File: src/rtl/line_mem_pkg.sv
// Shared encodings for the line-memory arbiter: FSM states, requester sides,
// and default address/line widths.
package line_mem_pkg;

  localparam int AW_DEF = 12;
  localparam int LW_DEF = 256;

  localparam logic SIDE_I = 1'b0;
  localparam logic SIDE_D = 1'b1;

  typedef enum logic [1:0] {
    IDLE = 2'd0,
    BUSY = 2'd1,
    DONE = 2'd2
  } state_t;

endpackage

File: src/rtl/rr_arb2.sv
// Two-requester round-robin pick: a lone requester always wins, and a tie
// goes to the side named by prio.
module rr_arb2
  import line_mem_pkg::*;
(
  input  logic req_i,
  input  logic req_d,
  input  logic prio,
  output logic gnt_valid,
  output logic gnt_side
);

  always_comb begin
    gnt_valid = req_i | req_d;
    gnt_side  = SIDE_I;
    if (req_i && req_d) gnt_side = prio;
    else if (req_d)     gnt_side = SIDE_D;
  end

endmodule

File: src/rtl/line_mem_arbiter.sv
// Shares one line-wide data memory between I-refill and D-cache traffic,
// sequencing each access over MEM_LAT cycles and holding the pipeline meanwhile.
module line_mem_arbiter
  import line_mem_pkg::*;
#(
  parameter int AW      = AW_DEF,
  parameter int LW      = LW_DEF,
  parameter int MEM_LAT = 4
) (
  input  logic          clk,
  input  logic          rst,
  input  logic          i_req,
  input  logic          i_we,
  input  logic [AW-1:0] i_addr,
  input  logic [LW-1:0] i_wdata,
  output logic          i_ack,
  input  logic          d_req,
  input  logic          d_we,
  input  logic [AW-1:0] d_addr,
  input  logic [LW-1:0] d_wdata,
  output logic          d_ack,
  output logic [LW-1:0] rdata,
  output logic          mem_wen,
  output logic [AW-1:0] mem_addr,
  output logic [LW-1:0] mem_wdata,
  input  logic [LW-1:0] mem_rdata,
  output logic          clk_lock
);

  // state | meaning
  // IDLE  | no access in flight; arbitrate and latch the winner
  // BUSY  | access in flight; cnt counts down to the strobe/capture cycle
  // DONE  | one-cycle ack to the owner

  localparam logic [3:0] CNT_INIT = 4'(MEM_LAT - 1);

  state_t        state, state_nxt;
  logic [3:0]    cnt;
  logic          prio;
  logic          owner;
  logic          lat_we;
  logic [AW-1:0] lat_addr;
  logic [LW-1:0] lat_wdata;
  logic          gnt_valid;
  logic          gnt_side;
  logic          last_busy;

  rr_arb2 u_rr_arb2 (
    .req_i     (i_req),
    .req_d     (d_req),
    .prio      (prio),
    .gnt_valid (gnt_valid),
    .gnt_side  (gnt_side)
  );

  assign last_busy = (state == BUSY) && (cnt == 4'd0);

  always_comb begin
    state_nxt = state;
    case (state)
      IDLE:    if (gnt_valid) state_nxt = BUSY;
      BUSY:    if (cnt == 4'd0) state_nxt = DONE;
      DONE:    state_nxt = IDLE;
      default: state_nxt = IDLE;
    endcase
  end

  always_ff @(posedge clk or negedge rst) begin
    if (!rst) begin
      state     <= IDLE;
      cnt       <= 4'd0;
      prio      <= SIDE_D;
      owner     <= SIDE_I;
      lat_we    <= 1'b0;
      lat_addr  <= '0;
      lat_wdata <= '0;
      rdata     <= '0;
    end else begin
      state <= state_nxt;
      case (state)
        IDLE: begin
          if (gnt_valid) begin
            owner     <= gnt_side;
            prio      <= ~gnt_side;
            lat_we    <= (gnt_side == SIDE_D) ? d_we : i_we;
            lat_addr  <= (gnt_side == SIDE_D) ? d_addr : i_addr;
            lat_wdata <= (gnt_side == SIDE_D) ? d_wdata : i_wdata;
            cnt       <= CNT_INIT;
          end
        end
        BUSY: begin
          if (cnt == 4'd0) begin
            if (!lat_we) rdata <= mem_rdata;
          end else begin
            cnt <= cnt - 4'd1;
          end
        end
        default: ;
      endcase
    end
  end

  // Memory-side address/data simply expose the latches so they hold between accesses.
  assign mem_addr  = lat_addr;
  assign mem_wdata = lat_wdata;
  assign mem_wen   = last_busy && lat_we;

  assign i_ack = (state == DONE) && (owner == SIDE_I);
  assign d_ack = (state == DONE) && (owner == SIDE_D);

  assign clk_lock = ~((i_req & ~i_ack) | (d_req & ~d_ack));

endmodule

File: config.mk
export PLATFORM = sky130hd
export DESIGN_NAME = line_mem_arbiter
export DESIGN_NICKNAME = d
export VERILOG_FILES = /design/src/rtl/line_mem_pkg.sv /design/src/rtl/rr_arb2.sv /design/src/rtl/line_mem_arbiter.sv
export SDC_FILE = /design/constraint.sdc
export NUM_CORES = 1
export LEC_CHECK = 0
export CAP_MARGIN = 20
export CORE_AREA = 2 2 513 515
export DETAILED_ROUTE_END_ITERATION = 6
export DIE_AREA = 0 0 515 517
export RECOVER_POWER = 50
export SYNTH_ARGS = -nofsm -noshare
export SYNTH_HDL_FRONTEND = slang
export SYNTH_SLANG_ARGS = --single-unit
File: constraint.sdc
create_clock -name clk -period 2.3 [get_ports clk]
set_input_delay 0.345 -clock clk [delete_from_list [all_inputs] [get_ports clk]]
set_output_delay 0.345 -clock clk [all_outputs]
set_load 0.005 [all_outputs]
==> impl_metrics.tcl, run 1 <==
set metrics [dict create \
    antenna_found_initial 62 \
    syn_nets 2312 \
    grt_setup_unrepaired "true" \
    final_common_cell "clkdlybuf4s50_1" \
    core_area_um2 261100 \
    post-route-period-util 1.022 \
    drive_gt1_frac 0.1724 \
    grt.met1_usage 0.1393 \
    rrSetupSlack_ns 0.04 \
    num_io_pins 1326 \
    die_width_um 515 \
    ys_seq_area_frac 0.5773 \
    grt.met3_usage 0.07972 \
    grt_pass1_wl_um 226700 \
    cp.arrival_ns 2.01 \
    portBuffers 1325 \
    cap_violations 0 \
    worst_ep_required_time_ns 1.96 \
    postLayoutCellArea_um2 43320 \
    worstReg2RegEnd "rdata[168]" \
    hold_end "mem_addr[8]" \
    wl_per_cell_um 28.43 \
    layout_setup_ws_ns -0.05089 \
    synth_edf_count 0 \
    via_per_inst 3.226 \
    post_dp_cell_area_um2 40870 \
    grtUsageTotal 0.1304 \
    die_y_um 517 \
    leakage_nw 17.73 \
    dr.pass1.iters 7 \
    start_util 0.08850 \
    p_per_area_nw_per_um2 1367 \
    cts_tree "done" \
    max_freq_mhz 425.4 \
    busiest_layer "met2" \
    gp_congestion 0.9606 \
    cts-root-buf "clkbuf_16" \
    syn_inst 1512 \
    hold_class "input pin to flip-flop" \
    min_from "d_addr[8]" \
    drc 0 \
    critPathKind "flip-flop to output pin" \
    htreeDepth 3 \
    place_hpwl_um 154800 \
    cp-end-kind "output pin" \
    setup_viol 1 \
    grt_pass1_vias 21930 \
    period_needed_ns 2.351 \
    yosysWarnings 0 \
    die_area_um2 266300 \
    antenna_left 0 \
    worst_pin_slew_ns 1.163 \
    clkTransAtPathRegs_ns 0.06 \
    wirelength_um 181800 \
    pre_cts_ws_ns -0.05963 \
    worstHoldPathCells 2 \
    syn_avg_cell_area_um2 15.28 \
    clock_latency_ns 0.72 \
    finalClockSkew_ns 0.05239 \
    globalRoute.totalOverflow 0 \
    worstReg2RegStart "cnt[1]" \
    hold_viol_final 0 \
    peakVddDrop_uv 656.7 \
    final_cell_mix "clkdlybuf4s50_1, dfrtp_1, a21boi_0" \
    vias 20630 \
    slew_viol_final 0 \
    violations "setup timing" \
    final_nets 3684 \
    cp-start-kind "flip-flop" \
    maxSlewHeadroom 0.2250 \
    grt_max_degree 87 \
    ys.flop_type "dfrtp_1" \
    drtIter0Drc 1199 \
    status "finished, violations left" \
    cts_sinks 533 \
    fillers 28620 \
    grt_use_met2 0.2034 \
    synth_area_um2 23110 \
    synth-async-reset-ratio 1.000 \
    clockBufferDepth 3 \
    r2r.worst_path.cells 7 \
    synthToLayoutAreaGrowth_pct 87.48 \
    synth.distinct_cells 32 \
    synth.ff_latch_count 533 \
    cts_made_buffers 71 \
    num_rows 188 \
    cp_max_fo 3 \
]
what timing repair did:
| action | CTS | global route |
|---|---|---|
| setup buffers | 1 | 5 |
| pin swaps | 0 | 2 |
| gates cloned | 1 | 0 |
| resized for setup | 87 | 15 |
| hold endpoints to repair | 132 | 0 |
| setup endpoints to repair | 149 | 144 |
| hold buffers | 1 | 0 |
worst max-delay path: stages (launching register included):
cell and delay, ns:
dfrtp_1 0.39, inv_2 0.10, ha_4 0.16, nand2b_4 0.06, buf_6 0.12, nor4_4 0.30
buf_2 0.19
cell families (layout without fill, tap and decap cells):
family / after synthesis / count (layout) / share of synthesized area
multiplexers: 258 / 258 / 0.1647
buffers and inverters: 154 / 1583 / 0.04451
AO/OA/AOI/OAI: 550 / 550 / 0.2085
flip-flops: 533 / 533 / 0.5773
adder cells (fa/ha/maj): 2 / 2 / 0.001083
other: 0 / 35 / 0
AND/OR/NAND/NOR: 15 / 15 / 0.004008
flip-flops by register name, indices dropped and copies added (netlist names):
name,flops
cnt,4
lat_we,1
mem_addr,12
mem_wdata,256
owner,1
prio,1
rdata,256
state,2
power by group:
group	switching, mW	internal (mW)
Sequential	3.20	14.1
Clock	4.94	6.88
Combinational	14.3	15.8
layer usage:
metal	wire (µm)	vias up
li1	-	8655
met1	66950	10470
met2	81720	1222
met3	24890	249
met4	8002	36
met5	283	-
worst max path at each step:
stage,from,to,slack [ns],depth (start not counted)
after global placement,cnt[1],mem_wen,-0.08,7
after detailed placement,cnt[1],rdata[197],-0.06,7
after CTS,cnt[0],mem_wen,-0.19,6
after global routing,cnt[1],mem_wen,-0.22,6
final,cnt[1],mem_wen,-0.05,6
after floorplan,cnt[0],rdata[0],0.23,8
cells in the mapped netlist (all sizes together), types with 2 or more instances:
master | number | share of area
ha | 2 | 0.0011
a221o | 269 | 0.12
nor4 | 2 | 0.00054
nand2 | 2 | 0.00033
a21oi | 2 | 0.00043
buf | 66 | 0.030
nor2 | 2 | 0.00033
inv | 6 | 0.00097
dfrtp | 532 | 0.58
clkbuf | 82 | 0.013
a21boi | 270 | 0.088
a21o | 2 | 0.00065
o211a | 2 | 0.00087
o21ai | 2 | 0.00043
nand2b | 2 | 0.00065
mux2 | 257 | 0.16
cell type report:
class	count	area, µm²	share of cell area
Timing Repair Buffer	1447	14340	0.3309
Sequential cell	533	13340	0.3079
Tap cell	3420	4279	0.09878
Clock inverter	21	334.1	0.007712
Inverter	6	22.52	0.0005199
Clock buffer	109	2121	0.04896
Multi-Input combinational cell	825	8801	0.2032
Antenna cell	35	87.58	0.002022
stage by stage:
stage	TNS, ns	total power, mW	utilization	hold WS, ns	instances
detailed placement	-2.929	48.37	0.1565	0.2753	6224
CTS	-0.1853	60.55	0.1659	0.03783	6356
finish	-0.05089	59.24	0.1659	0.2371	6396
floorplan	0	27.13	-	0.04941	1512
global placement	-2.457	48.23	0.1565	0.2667	6224
global route	-0.8067	62.52	0.1658	0.1418	6385
No activity file was read; power rests on OpenSTA's default activity.
==> inputs of run 2 (changes only) <==
--- a/config.mk
+++ b/config.mk
@@ -5,7 +5,6 @@
 export SDC_FILE = /design/constraint.sdc
 export NUM_CORES = 1
 export LEC_CHECK = 0
-export CAP_MARGIN = 20
 export CORE_AREA = 2 2 513 515
 export DETAILED_ROUTE_END_ITERATION = 6
 export DIE_AREA = 0 0 515 517
==> results of run 2 <==
Final layout, timing and power as in run 1 (identical DEF).
